===== src/rtl/adc_channel_pack_pkg.sv =====
// adc_channel_pack_pkg: shared helpers for the ADC channel packer (popcount, pointer and lane-index widths)
package adc_channel_pack_pkg;

    function automatic int ptr_w(input int addr_width);
        return addr_width + 1;
    endfunction

    function automatic int lane_w(input int channels);
        return $clog2(channels + 1);
    endfunction

    function automatic logic [3:0] popcount(input logic [7:0] v);
        popcount = '0;
        for (int i = 0; i < 8; i++) popcount = popcount + 4'(v[i]);
    endfunction

endpackage


===== src/rtl/adc_channel_pack_if.sv =====
// adc_channel_pack_if: sample input, DMA output and overflow status of the channel packer
interface adc_channel_pack_if #(
    parameter int NUM_OF_CHANNELS = 2,
    parameter int DATA_WIDTH      = 16
);
    logic [NUM_OF_CHANNELS-1:0]            adc_enable;
    logic                                  adc_valid;
    logic [NUM_OF_CHANNELS*DATA_WIDTH-1:0] adc_data;
    logic                                  dma_valid;
    logic [NUM_OF_CHANNELS*DATA_WIDTH-1:0] dma_data;
    logic                                  dma_ready;
    logic                                  adc_dovf;

    modport master (
        output adc_enable, adc_valid, adc_data, dma_ready,
        input  dma_valid, dma_data, adc_dovf
    );

    modport slave (
        input  adc_enable, adc_valid, adc_data, dma_ready,
        output dma_valid, dma_data, adc_dovf
    );
endinterface


===== src/rtl/adc_channel_pack_fifo.sv =====
// adc_channel_pack_fifo: sync FIFO with first-word-fall-through registered output
module adc_channel_pack_fifo
    import adc_channel_pack_pkg::*;
#(
    parameter int WIDTH      = 32,
    parameter int ADDR_WIDTH = 4
) (
    input  logic             clk,
    input  logic             rst,
    input  logic             push,
    input  logic [WIDTH-1:0] din,
    input  logic             pop,
    output logic [WIDTH-1:0] dout,
    output logic             valid,
    output logic             full
);
    localparam int PW    = ptr_w(ADDR_WIDTH);
    localparam int DEPTH = 1 << ADDR_WIDTH;

    logic [WIDTH-1:0] mem [DEPTH];
    logic [PW-1:0]    rd, wr, rd_next, wr_next;
    logic             empty, rd_en, wr_en;

    // Pointer arithmetic; a pop frees the slot so a push into a full FIFO is accepted
    always_comb begin
        empty   = rd == wr;
        full    = (rd ^ wr) == {1'b1, {ADDR_WIDTH{1'b0}}};
        rd_en   = pop && !empty;
        wr_en   = push && (!full || rd_en);
        rd_next = rd + PW'(rd_en);
        wr_next = wr + PW'(wr_en);
    end

    // Storage array
    always_ff @(posedge clk) begin
        if (wr_en) mem[wr[ADDR_WIDTH-1:0]] <= din;
    end

    // Pointers and output register; a word written into an empty FIFO bypasses straight to dout
    always_ff @(posedge clk) begin
        if (rst) begin
            rd    <= '0;
            wr    <= '0;
            valid <= 1'b0;
            dout  <= '0;
        end else begin
            rd    <= rd_next;
            wr    <= wr_next;
            valid <= rd_next != wr_next;
            dout  <= (wr_en && rd_next == wr) ? din : mem[rd_next[ADDR_WIDTH-1:0]];
        end
    end
endmodule


===== src/rtl/adc_channel_pack.sv =====
// adc_channel_pack: compacts enabled ADC channels into full-width words and buffers them for DMA
// Optional ADC_CHANNEL_PACK_DROP_CNT_EN adds a saturating 32-bit dropped-word counter.
module adc_channel_pack
    import adc_channel_pack_pkg::*;
#(
    parameter int NUM_OF_CHANNELS = 2,
    parameter int DATA_WIDTH      = 16,
    parameter int FIFO_ADDR_WIDTH = 4
) (
    input logic adc_clk,
    input logic adc_rst,
    adc_channel_pack_if.slave bus
`ifdef ADC_CHANNEL_PACK_DROP_CNT_EN
    ,
    output logic [31:0] adc_drop_count
`endif
);
    localparam int W  = NUM_OF_CHANNELS * DATA_WIDTH;
    localparam int LW = lane_w(NUM_OF_CHANNELS);

    logic [NUM_OF_CHANNELS-1:0] prev_enable;
    logic [LW-1:0]              fill, fill_next, start, k;
    logic [W-1:0]               buffer, buffer_next, comp, base, word;
    logic [W-1:0]               push_data, push_data_next;
    logic                       push, push_next, changed, take, full, pop, dovf;
    logic [3:0]                 cnt;
    int                         sum;

    // Gather enabled channel samples into the low lanes in ascending channel order
    always_comb begin
        comp = '0;
        k    = '0;
        for (int i = 0; i < NUM_OF_CHANNELS; i++) begin
            if (bus.adc_enable[i]) begin
                comp[int'(k)*DATA_WIDTH +: DATA_WIDTH] = bus.adc_data[i*DATA_WIDTH +: DATA_WIDTH];
                k = k + LW'(1);
            end
        end
    end

    // Packer next state: an enable change restarts the word; an overflowing set flushes the partial word
    always_comb begin
        changed        = bus.adc_enable != prev_enable;
        cnt            = popcount(8'(bus.adc_enable));
        take           = bus.adc_valid && cnt != 0;
        base           = changed ? '0 : buffer;
        start          = changed ? '0 : fill;
        sum            = int'(start) + int'(cnt);
        word           = base | (comp << (int'(start) * DATA_WIDTH));
        push_next      = take && sum >= NUM_OF_CHANNELS;
        push_data_next = sum > NUM_OF_CHANNELS ? base : word;
        buffer_next    = !take ? base : sum == NUM_OF_CHANNELS ? '0 : sum > NUM_OF_CHANNELS ? comp : word;
        fill_next      = !take ? start : sum == NUM_OF_CHANNELS ? '0 :
                         sum > NUM_OF_CHANNELS ? LW'(cnt) : LW'(sum);
    end

    // Packer registers and the one-cycle push stage into the FIFO
    always_ff @(posedge adc_clk) begin
        if (adc_rst) begin
            prev_enable <= '0;
            fill        <= '0;
            buffer      <= '0;
            push        <= 1'b0;
            push_data   <= '0;
        end else begin
            prev_enable <= bus.adc_enable;
            fill        <= fill_next;
            buffer      <= buffer_next;
            push        <= push_next;
            push_data   <= push_data_next;
        end
    end

    assign pop          = bus.dma_valid && bus.dma_ready;
    assign dovf         = push && full && !pop;
    assign bus.adc_dovf = dovf;

    adc_channel_pack_fifo #(
        .WIDTH     (W),
        .ADDR_WIDTH(FIFO_ADDR_WIDTH)
    ) fifo (
        .clk  (adc_clk),
        .rst  (adc_rst),
        .push (push),
        .din  (push_data),
        .pop  (pop),
        .dout (bus.dma_data),
        .valid(bus.dma_valid),
        .full (full)
    );

`ifdef ADC_CHANNEL_PACK_DROP_CNT_EN
    // Saturating count of dropped words
    always_ff @(posedge adc_clk) begin
        if (adc_rst) adc_drop_count <= '0;
        else if (dovf && adc_drop_count != '1) adc_drop_count <= adc_drop_count + 32'd1;
    end
`endif
endmodule


===== src/flat_wrapper.sv =====
// flat-port wrapper written by rule: the top's interface ports become plain ports
module adc_channel_pack_flat import adc_channel_pack_pkg::*;
#(
    parameter int NUM_OF_CHANNELS = 2,
    parameter int DATA_WIDTH      = 16,
    parameter int FIFO_ADDR_WIDTH = 4
)
  (adc_clk, adc_rst, bus_adc_enable, bus_adc_valid, bus_adc_data, bus_dma_ready, bus_dma_valid, bus_dma_data, bus_adc_dovf);
  adc_channel_pack_if #(.NUM_OF_CHANNELS(NUM_OF_CHANNELS), .DATA_WIDTH(DATA_WIDTH)) bus_i ();
  input logic adc_clk;
  input logic adc_rst;
  input wire logic [$bits(bus_i.adc_enable)-1:0] bus_adc_enable;
  input wire logic [$bits(bus_i.adc_valid)-1:0] bus_adc_valid;
  input wire logic [$bits(bus_i.adc_data)-1:0] bus_adc_data;
  input wire logic [$bits(bus_i.dma_ready)-1:0] bus_dma_ready;
  output wire logic [$bits(bus_i.dma_valid)-1:0] bus_dma_valid;
  output wire logic [$bits(bus_i.dma_data)-1:0] bus_dma_data;
  output wire logic [$bits(bus_i.adc_dovf)-1:0] bus_adc_dovf;
  assign bus_i.adc_enable = bus_adc_enable;
  assign bus_i.adc_valid = bus_adc_valid;
  assign bus_i.adc_data = bus_adc_data;
  assign bus_i.dma_ready = bus_dma_ready;
  assign bus_dma_valid = bus_i.dma_valid;
  assign bus_dma_data = bus_i.dma_data;
  assign bus_adc_dovf = bus_i.adc_dovf;
  adc_channel_pack #(.NUM_OF_CHANNELS(NUM_OF_CHANNELS), .DATA_WIDTH(DATA_WIDTH), .FIFO_ADDR_WIDTH(FIFO_ADDR_WIDTH)) u_core (.adc_clk(adc_clk), .adc_rst(adc_rst), .bus(bus_i));
endmodule

===== config.mk =====
export PLATFORM = sky130hd
export DESIGN_NAME = adc_channel_pack_flat
export DESIGN_NICKNAME = d
export VERILOG_FILES = /design/src/rtl/adc_channel_pack_pkg.sv /design/src/rtl/adc_channel_pack_if.sv /design/src/rtl/adc_channel_pack_fifo.sv /design/src/rtl/adc_channel_pack.sv /design/src/flat_wrapper.sv
export SDC_FILE = /design/constraint.sdc
export NUM_CORES = 1
export LEC_CHECK = 0
export ABC_AREA = 1
export BUFFER_PORTS_ARGS = -buffer_cell sky130_fd_sc_hd__buf_2
export CAP_MARGIN = 30
export CORE_UTILIZATION = 55
export CTS_BUF_LIST = sky130_fd_sc_hd__clkbuf_4
export CTS_CLUSTER_SIZE = 14
export DETAILED_ROUTE_END_ITERATION = 10
export HOLD_SLACK_MARGIN = 0.05
export PLACE_DENSITY = 0.74
export SYNTH_ARGS = -nofsm -noshare
export SYNTH_HDL_FRONTEND = slang
export SYNTH_SLANG_ARGS = --single-unit

===== constraint.sdc =====
create_clock -name adc_clk -period 4.4 [get_ports adc_clk]
set_clock_uncertainty 0.15 [all_clocks]
set_input_delay 0.88 -clock adc_clk [delete_from_list [all_inputs] [get_ports adc_clk]]
set_output_delay 0.88 -clock adc_clk [all_outputs]
set_load 0.02 [all_outputs]

==> run_results.csv <==
group,metric,value,unit
setup_path,criticalPathCategory,"reg2reg",
yosys,synth_compound_area_share,2.23,%
timing,worst_pin_slew,1.05,ns
setup_path,cp-start-kind,"flip-flop",
floorplanning,num_rows,79,
timing,fmax,0.282,GHz
routing,vias_per_cell,5.63,
floorplanning,die_h,221,µm
floorplanning,start_util,56.2,%
routing,vias,19500,
cells_and_area,drive_above_1_share,15.7,%
setup_path,path_buf_inv,2,
yosys,yosys.area.top_type,"edfxtp_1",
pwr,internal_power,9.51,mW
run_status,violations,"design-rule violations",
pwr,clkPwrFrac,42.4,%
timing,finalWorstSetupSlack,0.854,ns
run_status,status,"finished, violations left",
cells_and_area,layout.nets,2773,
setup_path,path_cells,"xor2_1 -> nor2_1 -> nand3_1 -> nand2_1 -> inv_1 -> ha_4 -> buf_12 -> nand2_1 -> nand3_1 -> nand3_1 -> nand2_1 -> nand2_1 -> nand2_1 -> nor2_1 -> nor2_1",
setup_path,crit_family,"simple AND/OR/NAND/NOR gates",
yosys,yosys-top-cells-count,"920 x nand2_1, 512 x edfxtp_1, 500 x nand3_1, 124 x nor2_1, 112 x dfxtp_1",
routing,drt_first_pass_iters,9,
timing,setup_viol,0,
cells_and_area,seqCellArea,0.0176,mm²
yosys,ys.warnings.count,0,
yosys,syn_nets,2646,
placed_design,place.gp.congestion,0.926,
cts,cts_tree,"yes",
global_routing,grt_pass1_vias,19000,
placed_design,hpwl,36400,µm
pwr,p_switching,2.73,mW
pwr,p_leak,11.7,nW
routing,wl_per_cell,19.2,µm
floorplanning,pin_count,72,
timing,finalSetupTns,0,ns
yosys,synth_area_leaders,"edfxtp_1 58%, nand2_1 13%, nand3_1 9.5%, dfxtp_1 8.5%, a21oi_1 1.8%",
setup_path,worst_ep_required_time,5.07,ns
yosys,synth_area,0.0263,mm²
cts,cts_setup_buffers,0,
floorplanning,die_area,0.0487,mm²
routing,drc,3,
yosys,synth_xor_area_share,0.461,%
cells_and_area,synthToLayoutAreaGrowth,12.2,%
yosys,ys.flop_type,"edfxtp_1",
placed_design,pre_cts_slack,0.682,ns
placed_design,place.port_buffers,71,
timing,drv_slew,0,
setup_path,slowest_delay,0.56,ns
global_routing,grt_use_total,27.9,%
routing,drt_wl_total,66500,µm
global_routing,grt_overflow,0,
pwr,p_seq_share,53.7,%
cells_and_area,multi_input_area,0.00766,mm²
yosys,synth_seq_cells,624,
timing,fin_crit_sh,80.6,%
pwr,power_density,415,mW/mm²
cells_and_area,fill_cells,3714,
setup_path,ff2ff_setup_slack,0.85,ns
yosys,synth.yosys.seq_area_share,66.9,%
global_routing,grt_max_degree,171,
cts,htreeDepth,4,
setup_path,crit_path_end_kind,"flip-flop",
pwr,p_comb_share,3.9,%
yosys,synth.most_common_cell,"nand2_1",
timing,hold_violations,0,
yosys,synth_top_family_by_area,"simple AND/OR/NAND/NOR gates",
timing,slew_headroom,30.0,%
yosys,synthMuxAreaShare,0,%
cts,cts_buffer_depth,3,
pwr,power_switching_share,22.3,%
yosys,yosysTopAreaCellShare,58.4,%
setup_path,crit_fanout,170,
run,maxCapViolations,0,
cts,cts_buffers,157,
global_routing,antenna_found_initial,1,
yosys,synthAdderAreaFrac,0.409,%
yosys,async_flop_share,0,%
floorplanning,die_w,221,µm
yosys,synthCells,2600,
floorplanning,core_area,0.0469,mm²
cts,root_buffer,"clkbuf_4",
yosys,avgSynthCellArea,10.1,µm²
pwr,ir_worst_vdd,0.220,mV
setup_path,cp_common_cell,"nand2_1",
setup_path,critPathSlowestCell,"dfxtp_1",
timing,period_needed,3.55,ns
yosys,yosysUniqueCellTypes,31,
yosys,synthSimpleGateAreaFrac,25.5,%
setup_path,worstPathArrival,4.21,ns
routing,ant_nets,0,
timing,rsz0062_at_grt,"false",
routing,dr.first_iter.drc_count,2347,
cts,clk_pin_slew,0.06,ns
global_routing,grt_pass1_wl,102000,µm
cts,clk_latency,0.97,ns
yosys,synth_edf_count,512,
worst_hold_path,holdCritPathClass,"in2reg",
cts,numClockSinks,624,
[kinds of logic after synthesis]
| logic type | after synthesis |
|---|---|
| adder cells (fa/ha/maj) | 8 |
| AND/OR/NAND/NOR | 1579 |
| flip-flops | 624 |
| XOR/XNOR | 13 |
| AO/OA/AOI/OAI | 115 |
| buffers and inverters | 261 |
[worst paths after layout]
path / start / endpoint / depth (start not counted)
worst max-delay path: u_core.fifo.wr[2] / u_core.fifo.dout[30] / 15
worst max register to register: u_core.fifo.wr[2] / u_core.fifo.dout[30] / 15
worst min register to register: u_core.buffer[1] / u_core.push_data[1] / 2
worst min-delay path: bus_adc_data[17] / u_core.buffer[17] / 5
[per-stage QoR]
stage / hold WS (ns) / util (%) / total power, mW / cells / area (µm²)
final: 0.195 / 63.0 / 12.2 / 3464 / 29500
after global placement: 0.311 / 58.3 / 7.15 / 3174 / 27300
after floorplan: 0.295 / - / 6.99 / 2600 / 26300
after global routing: 0.144 / 63.0 / 12.7 / 3464 / 29500
after detailed placement: 0.310 / 58.3 / 7.17 / 3174 / 27300
after CTS: 0.0877 / 63.0 / 12.3 / 3463 / 29500
[state kept, by name, indices dropped and copies added, names as in the netlist]
register and flops:
u_core.fifo.mem 512, u_core.buffer 32, u_core.fifo.dout 32, u_core.push_data 32
u_core.fifo.rd 5, u_core.fifo.wr 5, u_core.fill 2, u_core.prev_enable 2
u_core.fifo.valid 1, u_core.push 1
[power groups by stage]
stage	Clock, mW	Sequential (mW)	Combinational [mW]
after detailed placement	0	6.70	0.467
after CTS	5.27	6.57	0.469
after floorplan	0	6.67	0.318
after global routing	5.58	6.58	0.526
final	5.18	6.58	0.476
after global placement	0	6.69	0.455
[layout make-up]
cell class                 instances  share of cell area (%)
clock inverter                    34                   0.932
sequential                       624                    59.7
antenna                            1                 0.00848
tap                              607                    2.57
multi-input combinational       1715                    26.0
inverter                         101                    1.32
clock buffer                     254                    6.46
timing repair buffer             128                    3.09
[tightest hold or removal path, cell delays in order]
cell     delay, ns
buf_2         0.11
nand2_1       0.09
a21oi_1       0.07
nand2_1       0.06
a21oi_1       0.05
[cells in the final DEF, fill, tap and decap left out, drive strengths merged, types with 2 or more instances in the layout]
master	count
buf	127
clkinvlp	3
xor2	10
ha	7
nand3	502
a21oi	94
nand2	924
clkinv	23
bufinv	5
nor2	138
a21boi	4
or2	4
o21ai	16
xnor2	3
nor3	9
edfxtp	512
inv	104
nand4	2
clkbuf	254
dfxtp	112
[routing by layer]
| metal | global-route usage, % | part of all wire [%] | routed length [µm] |
|---|---|---|---|
| met1 | 36.5 | 40 | 26500 |
| met2 | 44.8 | 47 | 31500 |
| met3 | 6.83 | 10 | 6620 |
| met4 | 11.3 | 2.8 | 1860 |
| met5 | 0 | 0 | 0 |
[timing repair]
action / CTS / global route
endpoints found under the setup margin: 0 / 0
gates resized for setup: 0 / 0
hold buffers: 1 / 0
hold endpoints to repair: 1 / 0
No activity file was read; power rests on OpenSTA's default activity.
